### config.mk
export PLATFORM = sky130hd
export DESIGN_NAME = serial_subtractor_ctrl
export DESIGN_NICKNAME = d
export VERILOG_FILES = /design/src/rtl/serial_subtractor_ctrl.sv
export SDC_FILE = /design/constraint.sdc
export NUM_CORES = 1
export LEC_CHECK = 0
export CAP_MARGIN = 20
export CORE_ASPECT_RATIO = 1.4
export CORE_UTILIZATION = 40
export CTS_CLUSTER_DIAMETER = 100
export DETAILED_ROUTE_END_ITERATION = 6
export PLACE_DENSITY = 0.71
export SETUP_SLACK_MARGIN = 0.3
export SYNTH_ARGS = -nofsm -noshare
export SYNTH_HDL_FRONTEND = slang
export SYNTH_SLANG_ARGS = --single-unit
### constraint.sdc
create_clock -name clk -period 2.12 [get_ports clk]
set_input_delay 0.212 -clock clk [delete_from_list [all_inputs] [get_ports clk]]
set_output_delay 0.212 -clock clk [all_outputs]
set_load 0.1 [all_outputs]
### src/rtl/serial_subtractor_ctrl.sv
// Bit-serial WIDTH-bit subtractor: one full-subtractor cell is reused for every bit,
// LSB first. A start/busy/done handshake sequences it and yields diff = a - b plus borrow.
module serial_subtractor_ctrl #(
    parameter int unsigned WIDTH = 8,
    parameter int unsigned CNT_W = $clog2(WIDTH) + 1
) (
    input  logic             clk,
    input  logic             rst_n,
    input  logic             start,
    input  logic [WIDTH-1:0] a,
    input  logic [WIDTH-1:0] b,
    output logic             busy,
    output logic             done,
    output logic [WIDTH-1:0] diff,
    output logic             borrow_out
);

    localparam logic [1:0] IDLE = 2'd0;
    localparam logic [1:0] RUN  = 2'd1;
    localparam logic [1:0] DONE = 2'd2;

    logic [1:0]       state_q, state_d;
    logic [WIDTH-1:0] a_q, a_d;
    logic [WIDTH-1:0] b_q, b_d;
    logic [WIDTH-1:0] res_q, res_d;
    logic             bin_q, bin_d;
    logic [CNT_W-1:0] cnt_q, cnt_d;
    logic [WIDTH-1:0] diff_q, diff_d;
    logic             borrow_q, borrow_d;

    logic d_bit;
    logic bout;
    logic last_bit;

    // Shared 1-bit subtract cell working on the current operand LSBs.
    assign d_bit    = a_q[0] ^ b_q[0] ^ bin_q;
    assign bout     = (~a_q[0] & b_q[0]) | (~(a_q[0] ^ b_q[0]) & bin_q);
    assign last_bit = (cnt_q == CNT_W'(WIDTH - 1));

    always_comb begin
        state_d  = state_q;
        a_d      = a_q;
        b_d      = b_q;
        res_d    = res_q;
        bin_d    = bin_q;
        cnt_d    = cnt_q;
        diff_d   = diff_q;
        borrow_d = borrow_q;
        case (state_q)
            IDLE: begin
                if (start) begin
                    a_d     = a;
                    b_d     = b;
                    bin_d   = 1'b0;
                    cnt_d   = '0;
                    state_d = RUN;
                end
            end
            RUN: begin
                // After WIDTH shifts the first processed bit sits at bit 0.
                res_d = {d_bit, res_q[WIDTH-1:1]};
                a_d   = a_q >> 1;
                b_d   = b_q >> 1;
                bin_d = bout;
                cnt_d = cnt_q + CNT_W'(1);
                if (last_bit) begin
                    state_d  = DONE;
                    diff_d   = {d_bit, res_q[WIDTH-1:1]};
                    borrow_d = bout;
                end
            end
            DONE:    state_d = IDLE;
            default: state_d = IDLE;
        endcase
    end

    always_ff @(posedge clk or negedge rst_n) begin
        if (!rst_n) begin
            state_q  <= IDLE;
            a_q      <= '0;
            b_q      <= '0;
            res_q    <= '0;
            bin_q    <= 1'b0;
            cnt_q    <= '0;
            diff_q   <= '0;
            borrow_q <= 1'b0;
        end else begin
            state_q  <= state_d;
            a_q      <= a_d;
            b_q      <= b_d;
            res_q    <= res_d;
            bin_q    <= bin_d;
            cnt_q    <= cnt_d;
            diff_q   <= diff_d;
            borrow_q <= borrow_d;
        end
    end

    assign busy       = (state_q == RUN);
    assign done       = (state_q == DONE);
    assign diff       = diff_q;
    assign borrow_out = borrow_q;

endmodule

After elaboration in Yosys (flattened, before gate mapping). Cells that the tools add are included. Widths: inputs -> output; s select.

Register bits: 40.

Add/sub/neg operators: 1. Equality and inequality tests: 5. Multiplexer cells: 11. Bitwise gates (word level): 7. Reductions and logical operators: 5.

Operators with widths (number): $pmux 8 s2 (2); $mux 8 (2); $pmux 4 s2 (1); $reduce_and 2->1 (3); $add 4x1->4 const B (1); $eq 4x3->1 const B (1); $mux 2 (2); $mux 4 (1); $pmux 2 s2 (1); $and 1x1->1 (2); $eq 2x1->1 const B (1); $eq 2x2->1 const B (1); $logic_not 2->1 (1); $ne 2x1->1 const B (1); $ne 2x2->1 const B (1); $not 1->1 (2); $pmux 1 s2 (1); $reduce_bool 2->1 (1); $xor 1x1->1 (2); $mux 1 (1); $or 1x1->1 (1).

Logic depth before layout (Yosys ltp). Gate-level depths: netlist (run 1).

Depth in word-level cells: 5. Mapped depth: 6. Mapped depth without buffers: 4.

Worst setup path after synthesis (run 1). No wires, ideal clock.

Kind: register to output. Start point: register state_q[0]. End point: output done. Data arrival time: 2.031 ns. Setup slack: -0.123 ns. Cell stages (with the launch flop): 4. Path buffers: 2. Cell sequence: dfrtp_1 -> buf_2 -> buf_2 -> nor2_1.

Cells in the longest elaborated chain, start to end: 1.

RTL lines: from (decl) (RTL line 22) `logic [1:0] state_q, state_d;`; from (signal assigned) (RTL line 88) `state_q <= state_d;`; $eq 2x2->1 (RTL line 100) `assign done = (state_q == DONE);`; to (decl) (RTL line 13) `output logic done,`.

Every way passes these cells.

Worst setup path after layout (run 1).
Start point: register cnt_q[0]. End point: register diff_q[7] (netlist: diff[7]).

Cells in the longest elaborated chain, start to end: 2.

RTL lines: from (decl) (RTL line 27) `logic [CNT_W-1:0] cnt_q, cnt_d;`; from (signal assigned) (RTL line 93) `cnt_q <= cnt_d;`; $eq 4x3->1 (RTL line 38) `assign last_bit = (cnt_q == CNT_W'(WIDTH - 1));`; $reduce_and 2->1 (no line); to (signal assigned) (RTL line 94) `diff_q <= diff_d;`; to (decl) (RTL line 28) `logic [WIDTH-1:0] diff_q, diff_d;`.

Every way passes these cells. A chain may end at the register's enable or synchronous reset.

==> run metrics, run 1 <==
# port buffers 29; final-report hold violation count 0; post-DR wirelength/cell 14.03 µm; antenna cells 0; DP Cell Count 222; DRC Markers 0; ys flop type dfrtp_1; GPL Wtd Cong between 0.7 and 0.8; Clk Latency, worst-skew pair 0.29 ns; Layout area overhead 26.06%; Clock Pin Slew Worst Setup and Hold Paths 0.08 ns; initial antenna violation count 0; GRT met1 Usage 0.1812; crit-path max FO 10; clk root buf clkbuf_8; Post-DP HPWL 2249 µm; Synth Warn # 0; CTS Buffer Depth 2; CTS Buf Count 5; flops & latches, synth 39; final core utilization 0.5283; met2 Use GR 0.2917; fin crit period 1.657 ns; final number of max-transition violations 0; EDFF count, synth 0; Worst EP arrival around 1.8 ns; GRT busiest layer met2; Distinct cells, synth 26; Routed Antenna Nets 0; GRT Total Usage 0.1671; first-pass GRT wire length 5685 µm; Logic pwr share 0.497; sw frac 0.4698; Psw about 0.0017 W; Overall Power 0.003621 W; post-route non-filler standard cell count 230; cts repair resizes 0; Synth Area per Inst 10.76 µm²; H-tree depth 2; final WL 3228 µm; worst slew pin tran 0.8589 ns; Pre-antenna DRT Iters 4; Max VDD drop 0.001303 V; syn_nets 175; Setup TNS 0 ns; Hold Crit Class input port to asynchronous set/reset pin; vias in the first global route 1337; cell count after synthesis between 150 and 200; I/O pin total 30; CP startpoint kind flip-flop; Sink Count 39; ratio of cells with drive above 1 in the final layout 0.1925; Sequential Area 975.9 µm²; FP Rows 27; via count 1231; chip height roughly 78 µm; status complete, no violations; initial DRC count 44; RSZ-0062 raised after global routing no; post-CTS setup buffer count 0; crit path kind flip-flop to flip-flop; area of the multi-input gates between 600 and 700 µm²; Setup Viol. Count Final 0; Pwr Density 1734 nW/µm²; Relative slew margins 0.4274; met3 Resource Use GR 0.03624; area of the die 4407 µm²; fmax between 0.6 and 0.7 GHz; filler instances around 360; Hold-fix buffers, CTS 0; CTS tree built; Starting Density 0.4191; post-synthesis sequential area ratio 0.5891; clock group share of total power 0.153; largest net degree at the start of global routing 40; vias per inst 5.352; max cap viols 0; WP data required roughly 2.3 ns; Critical Path Sink Type flip-flop; Final #Nets 207; Core Area 3953 µm²; width of the chip 56.39 µm; sequential share of power 0.351; GRT overflow 0; Async SR Flop Fraction 1.000; clk_skew about 0.005 ns; Syn Std Cell Area 1657 µm²; Leakage 0.9410 nW; final worst-path cycle share 0.7814; internal power ~0.0019 W
[state kept, by name, indices dropped and copies added, names as in the netlist]
signal and flops:
borrow_out 1, a_q 8, res_q 7, b_q 8, cnt_q 4, bin_q 1, state_q 2, diff 8
[cell usage after synthesis, types with 2 or more instances]
cell type	count	share of area
mux2i_1	2	0.012
a21oi_1	2	0.0060
dfrtp_1	39	0.59
nor2_1	2	0.0045
inv_1	4	0.0091
a22oi_1	13	0.059
nand3_1	3	0.0091
a22o_1	2	0.011
nand2_1	40	0.091
clkbuf_1	3	0.0068
buf_2	4	0.012
mux2_2	8	0.054
nor2b_1	3	0.011
o21ai_0	17	0.051
[metal layers]
| layer | wire length, µm | part of all wire |
|---|---|---|
| met1 | 1326 | 0.41 |
| met2 | 1740 | 0.54 |
| met3 | 121 | 0.037 |
| met4 | 40 | 0.012 |
| met5 | 0 | 0 |
[layout by cell type (no fill, tap or decap), drive strengths merged, types with 2 or more instances in the layout]
master,synthesis,routed
a22o,2,2
o21ai,17,17
dfrtp,39,39
inv,4,4
nor2,2,2
clkbuf,3,7
clkdlybuf4s50,0,17
nand3,3,3
nand2b,2,2
nand2,40,40
mux2i,2,2
nor2b,3,3
buf,5,16
a22oi,13,13
mux2,8,8
a21oi,2,2
[kinds of logic (layout without fill, tap and decap cells)]
logic type	Yosys count	count (layout)	share of synthesized area
simple gates	53	53	0.1465
compound gates	37	37	0.1412
flops	39	39	0.5891
buf+inv	13	46	0.03700
mux	10	10	0.06647
fa+ha+maj	2	2	0.01964
[area by class of cell]
type,instances,area share
flip-flops and latches,39,0.4673
multi-input cells,102,0.2978
repair buffers,33,0.1498
clock buffers,7,0.04614
well taps,43,0.02576
inverters,5,0.009587
clock inverters,1,0.003595
[through the flow]
stage	worst slack, ns	hold slack (ns)	area, µm²
after global placement	0.5574	0.3533	1984
after global routing	0.3680	0.09057	2088
final	0.4634	0.02485	2088
after detailed placement	0.4355	0.3612	1984
after floorplan	0.3437	-0.08359	1660
after CTS	0.4291	0.03635	2088
[critical path, stage by stage, from the launching register on]
cell,delay [ns]
dfrtp_1,0.39
ha_1,0.21
nand2_1,0.11
nor3_4,0.43
mux2_2,0.40
[worst paths after layout]
kind	startpoint	to	slack, ns	depth (start not counted)
setup / recovery	cnt_q[0]	diff[7]	0.46	4
hold / removal	rst_n	diff[2]	0.02	1
setup reg to reg	cnt_q[0]	diff[7]	0.46	4
hold reg to reg	res_q[1]	res_q[1]	0.48	2
max in group asynchronous	rst_n	diff[1]	1.55	1
min in group clk	res_q[1]	res_q[1]	0.48	2
[power groups by stage]
stage / Clock (W) / Combinational, W / Sequential [W]
2_1_floorplan: 0 / 0.000833 / 0.00181
3_3_place_gp: 0 / 0.00176 / 0.00127
3_5_place_dp: 0 / 0.00182 / 0.00129
4_1_cts: 0.000573 / 0.00182 / 0.00128
5_1_grt: 0.000594 / 0.00194 / 0.00131
6_report: 0.000553 / 0.00180 / 0.00127
Power figures use the tool's default switching activity.
==> run 2, diff against run 1 <==
--- a/config.mk
+++ b/config.mk
@@ -10,7 +10,7 @@
 export CORE_UTILIZATION = 40
 export CTS_CLUSTER_DIAMETER = 100
 export DETAILED_ROUTE_END_ITERATION = 6
-export PLACE_DENSITY = 0.71
+export PLACE_DENSITY = 0.73
 export SETUP_SLACK_MARGIN = 0.3
 export SYNTH_ARGS = -nofsm -noshare
 export SYNTH_HDL_FRONTEND = slang
==> constraint.sdc (replaced) <==
create_clock -name clk -period 1.5 [get_ports clk]
set_input_delay 0.15 -clock clk [delete_from_list [all_inputs] [get_ports clk]]
set_output_delay 0.15 -clock clk [all_outputs]
set_load 0.1 [all_outputs]
==> run 2 against run 1 <==
Effect of this change: sequential power rose by 54%; largest cell class unchanged; cell count rose by 10%; sequential cell count did not move; clock-buffer cell count did not move; highest routed layer unchanged.
==> run metrics, run 2 (synthesis results as in run 1) <==
Worst EP arrival between 1.5 and 2 ns; Layout area overhead 58.53%; largest net degree at the start of global routing 23; Max VDD drop about 0.0023 V; chip height 78.15 µm; Overall Power 0.006552 W; Setup TNS 0 ns; Sink Count 39; Leakage 1.218 nW; GRT Total Usage 0.2008; clk root buf clkbuf_8; Starting Density 0.4191; Pwr Density 2495 nW/µm²; initial DRC count 59; CTS Buf Count 5; Min Hold Slack 0.3222 ns; max cap viols 0; Clock Pin Slew Worst Setup and Hold Paths 0.08 ns; post-DR wirelength/cell 16.72 µm; crit path kind flip-flop to flip-flop; final-report hold violation count 0; CP Cell Sequence ha_4 > nand2_4 > nor3_4 > buf_6 > mux2_4; worst slew pin tran 0.4523 ns; I/O pin total 30; H-tree depth 2; GPL Wtd Cong 0.7001; GRT overflow 0; RSZ-0062 raised after global routing yes; crit-path max FO 7; Clk Latency, worst-skew pair around 0.3 ns; vias per inst 5.435; Slowest-stage cell, CP dfrtp_1; status complete, no violations; Core Area around 4000 µm²; Post-DP HPWL 2396 µm; Hold Crit Class input port to asynchronous set/reset pin; final number of max-transition violations 0; Worst path max stage delay slightly below 0.4 ns; Critical Path Sink Type flip-flop; antenna cells 0; Pre-antenna DRT Iters 4; final WL about 4200 µm; clk_skew 0.009929 ns; width of the chip roughly 56 µm; DRC Markers 0; # port buffers 29; fmax 0.7299 GHz; Setup Viol. Count Final 0; CTS tree built; FP Rows 27; CTS Buffer Depth 2; initial antenna violation count 0; vias in the first global route 1495; ratio of cells with drive above 1 in the final layout 0.4190; area of the die 4407 µm²; via count 1375; final worst-path cycle share 0.9134; commonest non-fill, non-tap cell in the layout dfrtp_1; r2r setup slk 0.13 ns; filler instances 299; WP data required 1.68 ns; fin crit period between 1 and 1.5 ns; Routed Antenna Nets 0; most frequent cells in the layout dfrtp_1 (38), nand2_1 (24), clkdlybuf4s50_1 (17), buf_4 (13), buf_12 (13); CP startpoint kind flip-flop; Final #Nets 230; Relative slew margins 0.6985; first-pass GRT wire length 6768 µm
-- run 2: what timing repair did --
action                                  in CTS  in global routing
buffers inserted                            11                  3
gates cloned                                 3                  0
hold endpoints to repair                    17                  0
pin swaps                                    5                 23
gates resized for setup                     33                 49
hold buffers                                 1                  0
endpoints found under the setup margin      31                 32
-- run 2: final timing paths --
| path | startpoint | to | cells past startpoint |
|---|---|---|---|
| worst min-delay path | rst_n | res_q[5] | 2 |
| worst max-delay path | cnt_q[0] | diff[0] | 5 |
| min in group clk | res_q[1] | res_q[1] | 2 |
| worst max register to register | cnt_q[0] | diff[0] | 5 |
| max in group asynchronous | rst_n | diff[0] | 3 |
| worst min register to register | res_q[1] | res_q[1] | 2 |
-- run 2: where the power goes --
part | internal [W] | switching, W
clock network | 0.000326 | 0.000357
logic | 0.00178 | 0.00214
registers | 0.00151 | 0.000441
total | 0.00361 | 0.00294
-- run 2: worst max-delay path, delay by kind of cell (launching register included) --
family,cells,cell delay [ns]
multiplexers,1,0.31
flip-flops,1,0.39
buffers and inverters,1,0.18
AND/OR/NAND/NOR,2,0.20
adder cells (fa/ha/maj),1,0.16
-- run 2: area by class of cell --
class	count	area [µm²]	share of cell area
Tap cell	43	53.80	0.02049
Multi-Input combinational cell	102	788.3	0.3001
Timing Repair Buffer	56	694.4	0.2644
Inverter	5	31.28	0.01191
Sequential cell	39	977.2	0.3721
Clock inverter	1	5.005	0.001906
Clock buffer	7	76.32	0.02906
-- run 2: layer usage --
metal | routed length [µm] | global-route usage
met5 | 0 | 0
met4 | 74 | 0.08537
met3 | 138 | 0.05272
met2 | 2447 | 0.3714
met1 | 1571 | 0.2109
-- run 2: stage by stage --
stage / utilization / cell area, µm² / std cells / worst slack, ns
final: 0.6645 / 2626 / 253 / 0.1299
after global placement: 0.5473 / 2163 / 227 / 0.09443
after floorplan: - / 1677 / 154 / 0.03269
after detailed placement: 0.5473 / 2163 / 227 / 0.03640
after global routing: 0.6645 / 2626 / 253 / 0.06371
after CTS: 0.6290 / 2486 / 250 / 0.08929
